## src/rtl/vx_dvg_stack_if.sv

```systemverilog
// Command/update bundle between the warp-control unit, the divergence stack and the scheduler.
// master: warp-control/scheduler side; slave: the stack.
interface vx_dvg_stack_if #(
  parameter int unsigned NUM_WARPS   = 4,
  parameter int unsigned NUM_THREADS = 4,
  parameter int unsigned STACK_SIZE  = 8,
  parameter int unsigned PC_WIDTH    = 32
);
  localparam int unsigned WW  = $clog2(NUM_WARPS);
  localparam int unsigned SPW = $clog2(STACK_SIZE) + 1;

  logic                   split_valid;
  logic [WW-1:0]          split_wid;
  logic                   split_is_dvg;
  logic [NUM_THREADS-1:0] split_then;
  logic [NUM_THREADS-1:0] split_else;
  logic [PC_WIDTH-1:0]    split_pc;

  logic                   join_valid;
  logic [WW-1:0]          join_wid;
  logic [NUM_THREADS-1:0] join_tmask;
  logic [SPW-1:0]         join_ptr;

  logic [WW-1:0]          query_wid;
  logic [SPW-1:0]         query_ptr;

  logic                   upd_valid;
  logic [WW-1:0]          upd_wid;
  logic [NUM_THREADS-1:0] upd_tmask;
  logic                   upd_pc_en;
  logic [PC_WIDTH-1:0]    upd_pc;

  logic                   overflow;
  logic                   underflow;

  modport master (
    output split_valid, split_wid, split_is_dvg, split_then, split_else, split_pc,
    output join_valid, join_wid, join_tmask, join_ptr, query_wid,
    input  query_ptr, upd_valid, upd_wid, upd_tmask, upd_pc_en, upd_pc, overflow, underflow
  );

  modport slave (
    input  split_valid, split_wid, split_is_dvg, split_then, split_else, split_pc,
    input  join_valid, join_wid, join_tmask, join_ptr, query_wid,
    output query_ptr, upd_valid, upd_wid, upd_tmask, upd_pc_en, upd_pc, overflow, underflow
  );
endinterface

```

## src/rtl/vx_dvg_stack.sv

```systemverilog
// Per-warp IPDOM divergence stack: split pushes, join flips to the else path then pops.
// Optional DVG_STACK_PERF_EN adds saturating split/push counters and a depth high-water mark.
module vx_dvg_stack #(
  parameter int unsigned NUM_WARPS   = 4,
  parameter int unsigned NUM_THREADS = 4,
  parameter int unsigned STACK_SIZE  = 8,
  parameter int unsigned PC_WIDTH    = 32,
  localparam int unsigned SPW        = $clog2(STACK_SIZE) + 1
) (
  input  logic            clk,
  input  logic            reset,
  vx_dvg_stack_if.slave   bus
`ifdef DVG_STACK_PERF_EN
  ,
  output logic [31:0]     perf_splits,
  output logic [31:0]     perf_dvg,
  output logic [SPW-1:0]  perf_max_depth
`endif
);
  localparam int unsigned WW  = $clog2(NUM_WARPS);
  localparam int unsigned SIW = $clog2(STACK_SIZE);

  typedef logic [SPW-1:0] ptr_t;

  ptr_t ptr_q [NUM_WARPS];
  ptr_t ptr_d [NUM_WARPS];

  // Entry storage is deliberately not reset; ptr alone defines validity.
  logic [NUM_THREADS-1:0] orig_mem  [NUM_WARPS][STACK_SIZE];
  logic [NUM_THREADS-1:0] else_mem  [NUM_WARPS][STACK_SIZE];
  logic [PC_WIDTH-1:0]    pc_mem    [NUM_WARPS][STACK_SIZE];
  logic                   phase_mem [NUM_WARPS][STACK_SIZE];

  logic                   upd_valid_q, upd_valid_d;
  logic [WW-1:0]          upd_wid_q, upd_wid_d;
  logic [NUM_THREADS-1:0] upd_tmask_q, upd_tmask_d;
  logic                   upd_pc_en_q, upd_pc_en_d;
  logic [PC_WIDTH-1:0]    upd_pc_q, upd_pc_d;
  logic                   overflow_q, underflow_q;
  logic                   ovf_set, unf_set;

  logic [WW-1:0]  cmd_wid;
  ptr_t           cur_ptr, top_ptr, push_ptr;
  logic [SIW-1:0] top_idx, push_idx;
  logic           push_en, phase_set;

  logic unused_join_tmask;
  assign unused_join_tmask = ^bus.join_tmask;

  // Split takes priority if both commands are (illegally) asserted together.
  assign cmd_wid  = bus.split_valid ? bus.split_wid : bus.join_wid;
  assign cur_ptr  = ptr_q[cmd_wid];
  assign top_ptr  = cur_ptr - SPW'(1);
  assign push_ptr = cur_ptr + SPW'(1);
  assign top_idx  = top_ptr[SIW-1:0];
  assign push_idx = cur_ptr[SIW-1:0];

  assign bus.query_ptr = ptr_q[bus.query_wid];

  always_comb begin
    ptr_d       = ptr_q;
    push_en     = 1'b0;
    phase_set   = 1'b0;
    ovf_set     = 1'b0;
    unf_set     = 1'b0;
    upd_valid_d = 1'b0;
    upd_wid_d   = cmd_wid;
    upd_tmask_d = '0;
    upd_pc_en_d = 1'b0;
    upd_pc_d    = '0;
    if (bus.split_valid) begin
      if (bus.split_is_dvg) begin
        upd_valid_d = 1'b1;
        upd_tmask_d = bus.split_then;
        if (cur_ptr < SPW'(STACK_SIZE)) begin
          push_en        = 1'b1;
          ptr_d[cmd_wid] = push_ptr;
        end else begin
          ovf_set = 1'b1;
        end
      end
    end else if (bus.join_valid) begin
      if (bus.join_ptr == cur_ptr) begin
        // Matching split was non-divergent: nothing to unwind.
      end else if (cur_ptr == '0) begin
        unf_set = 1'b1;
      end else if (!phase_mem[cmd_wid][top_idx]) begin
        phase_set   = 1'b1;
        upd_valid_d = 1'b1;
        upd_tmask_d = else_mem[cmd_wid][top_idx];
        upd_pc_en_d = 1'b1;
        upd_pc_d    = pc_mem[cmd_wid][top_idx];
      end else begin
        ptr_d[cmd_wid] = top_ptr;
        upd_valid_d    = 1'b1;
        upd_tmask_d    = orig_mem[cmd_wid][top_idx];
      end
    end
  end

  always_ff @(posedge clk or posedge reset) begin
    if (reset) begin
      for (int i = 0; i < NUM_WARPS; i++) ptr_q[i] <= '0;
      upd_valid_q <= 1'b0;
      upd_wid_q   <= '0;
      upd_tmask_q <= '0;
      upd_pc_en_q <= 1'b0;
      upd_pc_q    <= '0;
      overflow_q  <= 1'b0;
      underflow_q <= 1'b0;
    end else begin
      ptr_q       <= ptr_d;
      upd_valid_q <= upd_valid_d;
      upd_wid_q   <= upd_wid_d;
      upd_tmask_q <= upd_tmask_d;
      upd_pc_en_q <= upd_pc_en_d;
      upd_pc_q    <= upd_pc_d;
      overflow_q  <= overflow_q | ovf_set;
      underflow_q <= underflow_q | unf_set;
    end
  end

  always_ff @(posedge clk) begin
    if (push_en) begin
      orig_mem[cmd_wid][push_idx]  <= bus.split_then | bus.split_else;
      else_mem[cmd_wid][push_idx]  <= bus.split_else;
      pc_mem[cmd_wid][push_idx]    <= bus.split_pc;
      phase_mem[cmd_wid][push_idx] <= 1'b0;
    end
    if (phase_set) phase_mem[cmd_wid][top_idx] <= 1'b1;
  end

  assign bus.upd_valid = upd_valid_q;
  assign bus.upd_wid   = upd_wid_q;
  assign bus.upd_tmask = upd_tmask_q;
  assign bus.upd_pc_en = upd_pc_en_q;
  assign bus.upd_pc    = upd_pc_q;
  assign bus.overflow  = overflow_q;
  assign bus.underflow = underflow_q;

`ifdef DVG_STACK_PERF_EN
  logic [31:0]    perf_splits_q, perf_dvg_q;
  logic [SPW-1:0] perf_max_depth_q;

  always_ff @(posedge clk or posedge reset) begin
    if (reset) begin
      perf_splits_q    <= '0;
      perf_dvg_q       <= '0;
      perf_max_depth_q <= '0;
    end else begin
      if (bus.split_valid && perf_splits_q != '1) perf_splits_q <= perf_splits_q + 32'd1;
      if (push_en && perf_dvg_q != '1) perf_dvg_q <= perf_dvg_q + 32'd1;
      if (push_en && push_ptr > perf_max_depth_q) perf_max_depth_q <= push_ptr;
    end
  end

  assign perf_splits    = perf_splits_q;
  assign perf_dvg       = perf_dvg_q;
  assign perf_max_depth = perf_max_depth_q;
`endif

  assert property (@(posedge clk) disable iff (reset) !(bus.split_valid && bus.join_valid));

endmodule

```

## src/flat_wrapper.sv

```systemverilog
// flat-port wrapper written by rule: the top's interface ports become plain ports
module vx_dvg_stack_flat 
#(
  parameter int unsigned NUM_WARPS   = 4,
  parameter int unsigned NUM_THREADS = 4,
  parameter int unsigned STACK_SIZE  = 8,
  parameter int unsigned PC_WIDTH    = 32,
  localparam int unsigned SPW        = $clog2(STACK_SIZE) + 1
)
  (clk, reset, bus_split_valid, bus_split_wid, bus_split_is_dvg, bus_split_then, bus_split_else, bus_split_pc, bus_join_valid, bus_join_wid, bus_join_tmask, bus_join_ptr, bus_query_wid, bus_query_ptr, bus_upd_valid, bus_upd_wid, bus_upd_tmask, bus_upd_pc_en, bus_upd_pc, bus_overflow, bus_underflow);
  vx_dvg_stack_if #(.NUM_WARPS(NUM_WARPS), .NUM_THREADS(NUM_THREADS), .STACK_SIZE(STACK_SIZE), .PC_WIDTH(PC_WIDTH)) bus_i ();
  input  logic clk;
  input  logic reset;
  input wire logic [$bits(bus_i.split_valid)-1:0] bus_split_valid;
  input wire logic [$bits(bus_i.split_wid)-1:0] bus_split_wid;
  input wire logic [$bits(bus_i.split_is_dvg)-1:0] bus_split_is_dvg;
  input wire logic [$bits(bus_i.split_then)-1:0] bus_split_then;
  input wire logic [$bits(bus_i.split_else)-1:0] bus_split_else;
  input wire logic [$bits(bus_i.split_pc)-1:0] bus_split_pc;
  input wire logic [$bits(bus_i.join_valid)-1:0] bus_join_valid;
  input wire logic [$bits(bus_i.join_wid)-1:0] bus_join_wid;
  input wire logic [$bits(bus_i.join_tmask)-1:0] bus_join_tmask;
  input wire logic [$bits(bus_i.join_ptr)-1:0] bus_join_ptr;
  input wire logic [$bits(bus_i.query_wid)-1:0] bus_query_wid;
  output wire logic [$bits(bus_i.query_ptr)-1:0] bus_query_ptr;
  output wire logic [$bits(bus_i.upd_valid)-1:0] bus_upd_valid;
  output wire logic [$bits(bus_i.upd_wid)-1:0] bus_upd_wid;
  output wire logic [$bits(bus_i.upd_tmask)-1:0] bus_upd_tmask;
  output wire logic [$bits(bus_i.upd_pc_en)-1:0] bus_upd_pc_en;
  output wire logic [$bits(bus_i.upd_pc)-1:0] bus_upd_pc;
  output wire logic [$bits(bus_i.overflow)-1:0] bus_overflow;
  output wire logic [$bits(bus_i.underflow)-1:0] bus_underflow;
  assign bus_i.split_valid = bus_split_valid;
  assign bus_i.split_wid = bus_split_wid;
  assign bus_i.split_is_dvg = bus_split_is_dvg;
  assign bus_i.split_then = bus_split_then;
  assign bus_i.split_else = bus_split_else;
  assign bus_i.split_pc = bus_split_pc;
  assign bus_i.join_valid = bus_join_valid;
  assign bus_i.join_wid = bus_join_wid;
  assign bus_i.join_tmask = bus_join_tmask;
  assign bus_i.join_ptr = bus_join_ptr;
  assign bus_i.query_wid = bus_query_wid;
  assign bus_query_ptr = bus_i.query_ptr;
  assign bus_upd_valid = bus_i.upd_valid;
  assign bus_upd_wid = bus_i.upd_wid;
  assign bus_upd_tmask = bus_i.upd_tmask;
  assign bus_upd_pc_en = bus_i.upd_pc_en;
  assign bus_upd_pc = bus_i.upd_pc;
  assign bus_overflow = bus_i.overflow;
  assign bus_underflow = bus_i.underflow;
  vx_dvg_stack #(.NUM_WARPS(NUM_WARPS), .NUM_THREADS(NUM_THREADS), .STACK_SIZE(STACK_SIZE), .PC_WIDTH(PC_WIDTH)) u_core (.clk(clk), .reset(reset), .bus(bus_i));
endmodule
```

## config.mk

```make
export PLATFORM = sky130hd
export DESIGN_NAME = vx_dvg_stack_flat
export DESIGN_NICKNAME = d
export VERILOG_FILES = /design/src/rtl/vx_dvg_stack_if.sv /design/src/rtl/vx_dvg_stack.sv /design/src/flat_wrapper.sv
export SDC_FILE = /design/constraint.sdc
export NUM_CORES = 1
export LEC_CHECK = 0
export CAP_MARGIN = 15
export CORE_ASPECT_RATIO = 0.6
export CORE_UTILIZATION = 55
export DETAILED_ROUTE_END_ITERATION = 10
export PLACE_DENSITY_LB_ADDON = 0.15
export SETUP_SLACK_MARGIN = 0.15
export SYNTH_ARGS = -nofsm -noshare
export SYNTH_HDL_FRONTEND = slang
export SYNTH_SLANG_ARGS = --single-unit
```

## constraint.sdc

```tcl
create_clock -name clk -period 11.85 [get_ports clk]
set_input_delay 2.37 -clock clk [delete_from_list [all_inputs] [get_ports clk]]
set_output_delay 2.37 -clock clk [all_outputs]
set_load 0.01 [all_outputs]
```

[After elaboration in Yosys (flattened, before gate mapping)]
Memories as Yosys holds them, arrays and structs flattened.
Index checks and enable logic that the tools add are counted.
Cells by class
  equal/unequal tests: 5
  reduce and logical (&&, ||, !) cells: 7
  $add $sub $neg: 2
  bitwise operators: 15
  order comparisons: 8
  multiplexer cells: 83
Operators with widths (count)
  2-to-1 mux 32 bit: 9
  2-to-1 mux 256 bit: 1
  2-to-1 mux 16 bit: 7
  binary-select mux 32 bit (select 3 bit): 1
  demux 32 bit (select 3 bit): 1
  2-to-1 mux 4 bit: 16
  2-to-1 mux 1 bit: 34
  bitwise mux 16 bit: 2
  binary-select mux 4 bit (select 3 bit): 2
  binary-select mux 4 bit (select 2 bit): 2
  2-to-1 mux 8 bit: 2
  demux 4 bit (select 3 bit): 1
  bitwise OR 1 bit: 10
  demux 4 bit (select 2 bit): 1
  greater-or-equal comparator 4 bit, second input constant: 2
  less-than comparator 4 x 1 -> 1 bit, second input constant: 2
  NOT 3 -> 4 bit: 2
  demux 1 bit (select 3 bit): 2
  greater-or-equal comparator 3 bit, second input constant: 2
  NOT 2 -> 3 bit: 2
  AND reduction 6 bit: 1
  adder 4 x 1 -> 4 bit, second input constant: 1
  equality test 4 bit: 1
  zero test 4 bit: 1
  other kinds (10): 15
Word-level totals
  bits of input ports: 59
  word-level logic and storage cells: 135
  memories kept: 4
  flip-flop bits (word level): 58
  RAM bits: 1312
  output and inout bits: 46
Memories
  u_core.pc_mem: words 4, width 256, read ports 1, clocked after memory_dff 0, write ports 1, line vx_dvg_stack.sv:31  | logic [PC_WIDTH-1:0] pc_mem [NUM_WARPS][STACK_SIZE];
  u_core.else_mem: words 4, width 32, read ports 1, clocked after memory_dff 0, write ports 1, line vx_dvg_stack.sv:30  | logic [NUM_THREADS-1:0] else_mem [NUM_WARPS][STACK_SIZE];
  u_core.orig_mem: words 4, width 32, read ports 1, clocked after memory_dff 0, write ports 1, line vx_dvg_stack.sv:29  | logic [NUM_THREADS-1:0] orig_mem [NUM_WARPS][STACK_SIZE];
  u_core.phase_mem: words 4, width 8, read ports 1, clocked after memory_dff 0, write ports 1, line vx_dvg_stack.sv:32  | logic phase_mem [NUM_WARPS][STACK_SIZE];

[Logic depth before layout (Yosys ltp)]
Gate-level depths: netlist of the first run.
  word-level depth: 18
  mapped depth: 17
  mapped depth without buffers: 11

[Worst setup path before layout of the first run]
Ideal clock, no wire load.
  path type: in2reg
  start: in bus_join_wid[0]
  end: mem u_core.else_mem[0][28] (netlist bit) (enable)
  buffers on the path: 3
  required time: 11.413 ns
  slack: 5.581 ns
  data arrival time: 5.831 ns
  stages: 9
  setup time: 0.437 ns
  path through: buf_2 mux2i_4 inv_2 mux4_2 clkbuf_1 clkbuf_1 nor2_1 nand2_1 nor2_1
On the way
  longest elaborated chain between the ends: 11
  elaborated cells on any way between the ends: 17
  those cells by class: order compare (3); mux (11); bitwise (2); reduce/logical (1)
RTL lines
  start: declaration: line flat_wrapper.sv:21  | input wire logic [$bits(bus_i.join_wid)-1:0] bus_join_wid;
  2-to-1 mux 2 bit (*): line vx_dvg_stack.sv:51  | assign cmd_wid = bus.split_valid ? bus.split_wid : bus.join_wid;
  NOT 2 -> 3 bit (implied by the code): line vx_dvg_stack.sv:52  | assign cur_ptr = ptr_q[cmd_wid];
  binary-select mux 4 bit (select 2 bit): line vx_dvg_stack.sv:52
  2-to-1 mux 4 bit (implied by the code) (2 in series): line vx_dvg_stack.sv:52
  less-than comparator 4 bit or NOT 3 -> 4 bit (tied branches): line vx_dvg_stack.sv:75, vx_dvg_stack.sv:126
  2-to-1 mux 1 bit, or another cell as far along: line vx_dvg_stack.sv:75  | if (cur_ptr < SPW'(STACK_SIZE)) begin
  2-to-1 mux 1 bit or logical AND 1 bit (tied branches): line vx_dvg_stack.sv:72, vx_dvg_stack.sv:126
  2-to-1 mux 1 bit or 2-to-1 mux 4 bit (tied branches): line vx_dvg_stack.sv:71, vx_dvg_stack.sv:126
  2-to-1 mux 1 bit or demux 4 bit (select 3 bit) (tied branches): line vx_dvg_stack.sv:124, vx_dvg_stack.sv:126
  2-to-1 mux 32 bit (implied by the code): line vx_dvg_stack.sv:126  | else_mem[cmd_wid][push_idx] <= bus.split_else;
  end: declaration: line vx_dvg_stack.sv:30
Every way passes the cells marked *; elsewhere a longest branch is shown, timed or not. The select of a mux whose other input is x is not followed.

[Final worst setup path of the first run]
  start: in bus_split_valid
  end: mem u_core.phase_mem[2][6] (netlist bit), data pin
On the way
  longest elaborated chain between the ends: 18
  elaborated cells on any way between the ends: 26
  those cells by class: add/sub (1); order compare (2); eq/ne (1); mux (17); bitwise (2); reduce/logical (2); memory (1)
RTL lines
  start: declaration: line flat_wrapper.sv:14  | input wire logic [$bits(bus_i.split_valid)-1:0] bus_split_valid;
  2-to-1 mux 2 bit: line vx_dvg_stack.sv:51
  NOT 2 -> 3 bit (implied by the code): line vx_dvg_stack.sv:52
  binary-select mux 4 bit (select 2 bit): line vx_dvg_stack.sv:52
  2-to-1 mux 4 bit (implied by the code) (2 in series): line vx_dvg_stack.sv:52
  subtractor 4 x 1 -> 4 bit: line vx_dvg_stack.sv:53  | assign top_ptr = cur_ptr - SPW'(1);
  NOT 3 -> 4 bit (implied by the code): line vx_dvg_stack.sv:87, vx_dvg_stack.sv:130
  binary-select mux 1 bit (select 3 bit): line vx_dvg_stack.sv:87  | end else if (!phase_mem[cmd_wid][top_idx]) begin
  2-to-1 mux 1 bit (implied by the code) (2 in series): line vx_dvg_stack.sv:87
  2-to-1 mux 1 bit: line vx_dvg_stack.sv:87
  2-to-1 mux 1 bit: line vx_dvg_stack.sv:85  | end else if (cur_ptr == '0) begin
  2-to-1 mux 1 bit: line vx_dvg_stack.sv:83  | if (bus.join_ptr == cur_ptr) begin
  2-to-1 mux 1 bit: line vx_dvg_stack.sv:82  | end else if (bus.join_valid) begin
  2-to-1 mux 1 bit: line vx_dvg_stack.sv:71  | if (bus.split_valid) begin
  2-to-1 mux 1 bit: line vx_dvg_stack.sv:130  | if (phase_set) phase_mem[cmd_wid][top_idx] <= 1'b1;
  2-to-1 mux 8 bit (implied by the code) (*): line vx_dvg_stack.sv:130
  2-to-1 mux 1 bit (no source line) (*)
  end: declaration: line vx_dvg_stack.sv:32
Marks and branches as above.

==> impl_metrics.toml, run 1 <==
[sta]
slew_headroom_pct = 17.3
rsz0062_at_grt = "no"
finalSetupViolCount = 0
finalHoldViolations = 0
period_minus_slack_ns = 8.46
finClkSkew_ns = 0.0362
max_freq_ghz = 0.118
tightest_slew_ns = 1.24
slew_violations = 0
tns_ns = 0
finalCritPeriodShare_pct = 71.4

[drt]
wl_per_cell_um = 25.9
firstDrtPassIters = 9
drcViolationCount = 2
vias_per_cell = 6.12
wl_um = 139000
dr_total_vias = 32884
first_iter_violations = 3921
postRouteAntennaNets = 0

[worst_setup_path]
critical_path_buf_inv_count = 5
crit_family = "buffers and inverters"
cp_num_cells = 12
crit_chain = "clkdlybuf4s50_1, mux2i_4, buf_12, inv_8, mux4_4, inv_2, buf_4, nand3_1, o2bb2a_2, nand2_2, nand2_4, nor4_1"
cp-end-kind = "flip-flop"
worstPathMaxFanout = 133
cp_slowest_stage_delay_ns = 1.09
cp_data_arrival_time_ns = 8.87
slowest_stage = "mux4_4"
start_kind = "input port"
crit_required_ns = 12.26
r2r_cells = 8
criticalPathCategory = "input port to flip-flop"

[global_routing]
grt_pass1_vias = 30616
grt.total_usage_pct = 27.6
antenna_found_initial = 5
grt_start_max_net_pins = 173
grt_pass1_wl_um = 205000
overflow = 0

[power]
power.density_mw_per_mm2 = 191
p_leak_uw = 0.0213
p_sw_share_pct = 28.8
pwr-share-seq_pct = 47.0
clkPwrFrac_pct = 33.8
power.switching_uw = 3380
ir_drop_mv = 0.194
comb_power_share_pct = 19.3
intPower_uw = 8360

[die]
die_h_um = 247
core_region_area_mm2 = 0.0986
io_pins = 105
die-area_mm2 = 0.101
row_count = 89
initial_utilization_pct = 55.7
fp.dieW_um = 410

[clock_network]
cts_max_level = 3
clock_sinks = 1370
cts-root-buf = "clkbuf_16"
clk_pin_slew_ns = 0.06
hold_buffers = 0
ctsResizeCount = 0
cts_setup_buffers = 0
insertion_delay_ns = 0.73
numCtsBuffers = 119
clockBufferDepth = 3
cts_tree = "built"

[min_path]
whs_path_depth = 1
hp-class = "flip-flop to flip-flop"

[layout]
fillCellCount = 7293
final_nets = 4009
final_cells = 5369
drive_gt1_share_pct = 7.68
syn2layout_area_growth_pct = 11.7
final_common_cell = "edfxtp_1"
layout_common_cells = "1312 x edfxtp_1, 1041 x nand2_1, 270 x mux2i_1"

[place]
dpl.hpwl_um = 68700
dpl.cell_count = 5142
gp_congestion = 0.783
numPortBuffers = 100

[synth]
avgSynthCellArea_um2 = 13.9
synth-seq-cells = 1370
muxShareOfSynthArea_pct = 5.65
synth-compound-area-share_pct = 5.42
synth_top_cell_by_area = "edfxtp_1"
yosys.area_share.simple_pct = 12.2
synthCells = 3934
ys_types = 54
synthAdderAreaFrac_pct = 0.0456
synth_top_family_by_area = "simple AND/OR/NAND/NOR gates"
yosysTopAreaCellShare_pct = 71.8
synth.area.top_cells = "edfxtp_1 72%, nand2_1 7.1%, mux2i_1 4.9%"
syn-num-nets = 3995
synth_warnings = 0
syn_area_mm2 = 0.0549
seq_area_frac_synth_pct = 74.4
synth_xor_area_share_pct = 0.0958

[job]
cap_violations = 0

[outcome]
violations = "design-rule violations"
outcome = "complete, but fails checks"
[flip-flops by register name, indices dropped and copies added (netlist names), named ones only]
name and flops:
u_core.pc_mem 1024, u_core.ptr_q 12, u_core.bus.upd_pc 32, u_core.bus.upd_wid 2, u_core.orig_mem 128, u_core.bus.upd_valid 1
u_core.bus.underflow 1, u_core.bus.upd_pc_en 1, u_core.bus.upd_tmask 4, u_core.bus.overflow 1, u_core.phase_mem 32, u_core.else_mem 128
[area by class of cell]
| type | count | area, µm² | share of cell area (%) |
|---|---|---|---|
| Sequential cell | 1370 | 40800 | 66.6 |
| Inverter | 16 | 81.3 | 0.133 |
| Clock inverter | 55 | 611 | 0.996 |
| Tap cell | 1319 | 1650 | 2.69 |
| Clock buffer | 167 | 3350 | 5.46 |
| Multi-Input combinational cell | 2276 | 13100 | 21.4 |
| Timing Repair Buffer | 165 | 1620 | 2.64 |
| Antenna cell | 1 | 2.50 | 0.00408 |
[path summary, 6_finish.rpt]
| check | startpoint | to | slack [ns] |
|---|---|---|---|
| max in group asynchronous | reset | u_core.bus.upd_pc[29]$_DFF_PP0_ | 8.67 |
| worst min register to register | u_core.bus.underflow$_DFF_PP0_ | u_core.bus.underflow$_DFF_PP0_ | 0.46 |
| min in group asynchronous | reset | u_core.ptr_q[15]$_DFFE_PP0P_ | 2.08 |
| worst max-delay path | bus_split_valid | u_core.phase_mem[2][6]$_DFFE_PP_ | 3.39 |
| worst max register to register | flip-flop | u_core.phase_mem[2][6]$_DFFE_PP_ | 7.27 |
| worst min-delay path | u_core.bus.underflow$_DFF_PP0_ | u_core.bus.underflow$_DFF_PP0_ | 0.46 |
[power by group through the flow]
stage               sequential (µW)  clock (µW)  combinational [µW]
CTS                            5510        4010                2240
global placement               5610           0                2210
finish                         5510        3960                2260
floorplan                      5600           0                1390
detailed placement             5610           0                2230
global route                   5520        4180                2400
[through the flow]
stage	utilization (%)	instance area [µm²]	total power [µW]	hold slack, ns	setup slack [ns]
after detailed placement	58.1	57200	7840	0.443	2.64
final	62.2	61300	11700	0.456	3.39
after CTS	62.1	61200	11800	0.458	3.40
after floorplan	-	54900	6980	0.470	5.58
after global placement	58.1	57200	7820	0.444	2.73
after global routing	62.2	61300	12100	0.488	3.11
[cell families (layout without fill, tap and decap cells)]
family	Yosys count	count (layout)
muxes	298	298
and+or+nand+nor	1579	1579
xor gates and xnor gates	6	6
buffers and inverters	288	403
other	0	1
AOI/OAI and AO/OA	391	391
adders and majority gates	2	2
DFF	1370	1370
[synthesized netlist by cell type (all sizes together)]
cell type	instances
nor3b	2
and4b	1
nand2	1044
and2	5
o2bb2ai	1
buf	79
a31oi	68
a21o	2
edfxtp	1312
o21ai	1
a211oi	33
clkinv	1
nor3	10
nand4	12
a22o	4
mux2i	272
nor4bb	2
mux4	6
dfrtp	58
o2bb2a	1
a41oi	8
clkbuf	193
inv	15
a311o	2
o31ai	1
nor4	2
or2	6
xnor2	3
nor2	106
nor4b	1
mux2	20
o32a	1
ha	2
a311oi	192
and3	130
xor2	3
nand3	257
a21oi	68
a22oi	1
or3	1
o211ai	8
[worst register-to-register path, cell delays in order, from the launching register on]
cell,delay (ns)
dfrtp_1,0.40
mux4_4,0.96
inv_2,0.16
buf_4,0.68
nand3_1,0.19
o2bb2a_2,0.42
nand2_2,0.22
nand2_4,0.50
nor4_1,0.76
[per-layer routing]
metal | global-route usage [%] | share of wire [%] | up-vias
met1 | 44.1 | 46 | 16602
met2 | 39.6 | 43 | 1376
met3 | 4.60 | 8.5 | 168
li1 | - | - | 14730
met5 | 0 | 0.033 | -
met4 | 6.38 | 1.9 | 8
No activity file was read; power rests on OpenSTA's default activity.
==> run 2, diff against run 1 <==
==> constraint.sdc (replaced) <==
create_clock -name clk -period 8.15 [get_ports clk]
set_input_delay 1.63 -clock clk [delete_from_list [all_inputs] [get_ports clk]]
set_output_delay 1.63 -clock clk [all_outputs]
set_load 0.01 [all_outputs]
==> impl_metrics.toml, run 2 (synthesized netlist as in run 1, its figures left out) <==
[clock_network]
clockBufferDepth = 3
ctsResizeCount = 0
cts_max_level = 3
insertion_delay_ns = 0.73
clk_pin_slew_ns = 0.06
cts_setup_buffers = 0
clock_sinks = 1370
cts-root-buf = "clkbuf_16"
hold_buffers = 0
numCtsBuffers = 120
cts_tree = "built"

[die]
die-area_mm2 = 0.101
row_count = 89
fp.dieW_um = 410
core_region_area_mm2 = 0.0986
io_pins = 105
initial_utilization_pct = 55.7
die_h_um = 247

[min_path]
hp-class = "flip-flop to flip-flop"
holdPathEnd = "u_core.bus.underflow$_DFF_PP0_"
whs_path_depth = 1
worstHoldStart = "u_core.bus.underflow$_DFF_PP0_"

[worst_setup_path]
rr_endpoint = "u_core.phase_mem[2][3]$_DFFE_PP_"
r2r_cells = 10
crit_required_ns = 8.62
worstPathMaxFanout = 140
criticalPathCategory = "input port to flip-flop"
start_kind = "input port"
r2r_slack_ns = 3.63
cp_data_arrival_time_ns = 6.91
cp-end-kind = "flip-flop"

[layout]
layout_common_cells = "1312 x edfxtp_1, 1041 x nand2_1, 270 x mux2i_1"
final_common_cell = "edfxtp_1"
largest_register = "u_core.pc_mem"
drive_gt1_share_pct = 7.77
final_nets = 4013
finish.instance_area_mm2 = 0.0616
fillCellCount = 7261
seqCellArea_mm2 = 0.0408
largest_reg_flops = 1024
multi_input_area_mm2 = 0.0131
reg_top3 = "u_core.pc_mem: 1024 flops, u_core.else_mem: 128 flops, u_core.orig_mem: 128 flops"
fin_util_pct = 62.5
syn2layout_area_growth_pct = 12.2

[outcome]
outcome = "complete, but fails checks"
violations = "design-rule violations"

[sta]
rsz0062_at_grt = "no"
finalCritPeriodShare_pct = 79.0
max_freq_ghz = 0.155
slew_violations = 0
slew_headroom_pct = 21.0
tns_ns = 0
finalHoldViolations = 0
finalSetupViolCount = 0
tightest_slew_ns = 1.18
period_minus_slack_ns = 6.44
finClkSkew_ns = 0.0186

[power]
comb_power_share_pct = 19.7
ir_drop_mv = 0.270
clkPwrFrac_pct = 34.0
p_sw_share_pct = 28.9
pwr-share-seq_pct = 46.3
intPower_uw = 12300
power.switching_uw = 5000
p_leak_uw = 0.0215
power.density_mw_per_mm2 = 281

[global_routing]
grt_start_max_net_pins = 186
grt_pass1_vias = 30638
overflow = 0
grt.total_usage_pct = 27.4
antenna_found_initial = 8
grt_pass1_wl_um = 203000

[drt]
vias_per_cell = 6.10
wl_per_cell_um = 25.8
firstDrtPassIters = 9
postRouteAntennaNets = 0
wl_um = 139000
drcViolationCount = 2
dr_total_vias = 32789
first_iter_violations = 3904

[place]
dpl.hpwl_um = 68000
place_area_mm2 = 0.0575
numPortBuffers = 100
gp_congestion = 0.774

[job]
cap_violations = 0
==> run 2: cell count changes in the layout (fill, tap and decap cells not counted), moves of 2 or more <==
cell	change
inv_6	+3
buf_16	-2
bufinv_16	+4
clkinv_1	+11
clkbuf_16	+4
buf_4	-10
clkinvlp_4	-3
clkbuf_8	-9
buf_12	+16
clkbuf_1	-10
clkinv_2	+2
==> run 2: power by group through the flow <==
stage               clock network [µW]  logic (µW)  registers, µW
CTS                               5950        3360           8000
detailed placement                   0        3350           8150
global placement                     0        3330           8150
global route                      6210        3610           8020
finish                            5880        3400           8000
floorplan                            0        2020           8140
==> run 2: area by class of cell <==
| cell class | instances | share of cell area, % |
|---|---|---|
| flip-flops and latches | 1370 | 66.3 |
| multi-input cells | 2276 | 21.3 |
| clock buffers | 152 | 5.34 |
| repair buffers | 168 | 2.91 |
| well taps | 1319 | 2.68 |
| clock inverters | 72 | 1.27 |
| inverters | 16 | 0.132 |
| diodes | 1 | 0.00406 |
==> run 2: critical path, cell delays in order <==
cell and delay, ns:
clkdlybuf4s50_1 0.46, buf_4 0.27, mux2i_4 0.39, buf_12 0.63, mux2_2 0.60, inv_6 0.49, xor2_1 0.19, nor3_1 0.10
a211oi_4 0.74, nand2_2 0.47, buf_4 0.43, nor3_1 0.40
==> run 2: worst max-delay path by stage <==
stage                     from                                to  depth (start not counted)
2_1_floorplan  bus_join_wid[0]  u_core.else_mem[0][28]$_DFFE_PP_                          9
3_3_place_gp   bus_split_valid  u_core.phase_mem[3][3]$_DFFE_PP_                         12
3_5_place_dp   bus_split_valid  u_core.phase_mem[0][3]$_DFFE_PP_                         12
4_1_cts        bus_split_valid  u_core.phase_mem[2][3]$_DFFE_PP_                         12
5_1_grt        bus_split_valid  u_core.phase_mem[0][7]$_DFFE_PP_                         12
6_report       bus_split_valid  u_core.phase_mem[2][3]$_DFFE_PP_                         12
==> run 2: through the flow <==
stage / setup WS, ns / std cells / hold WS (ns) / total power [µW]
after floorplan: 2.62 / 3934 / 0.470 / 10200
after global placement: 1.12 / 5148 / 0.444 / 11500
after detailed placement: 1.08 / 5148 / 0.444 / 11500
after CTS: 1.83 / 5372 / 0.459 / 17300
after global routing: 1.51 / 5374 / 0.478 / 17800
final: 1.71 / 5374 / 0.457 / 17300
==> run 2: metal layers <==
metal	GRT usage, %	vias up	wire length, µm
met2	39.9	1448	60600
met5	0	-	57
met4	7.28	10	3270
li1	-	14745	-
met3	5.86	212	12700
met1	42.0	16374	61900
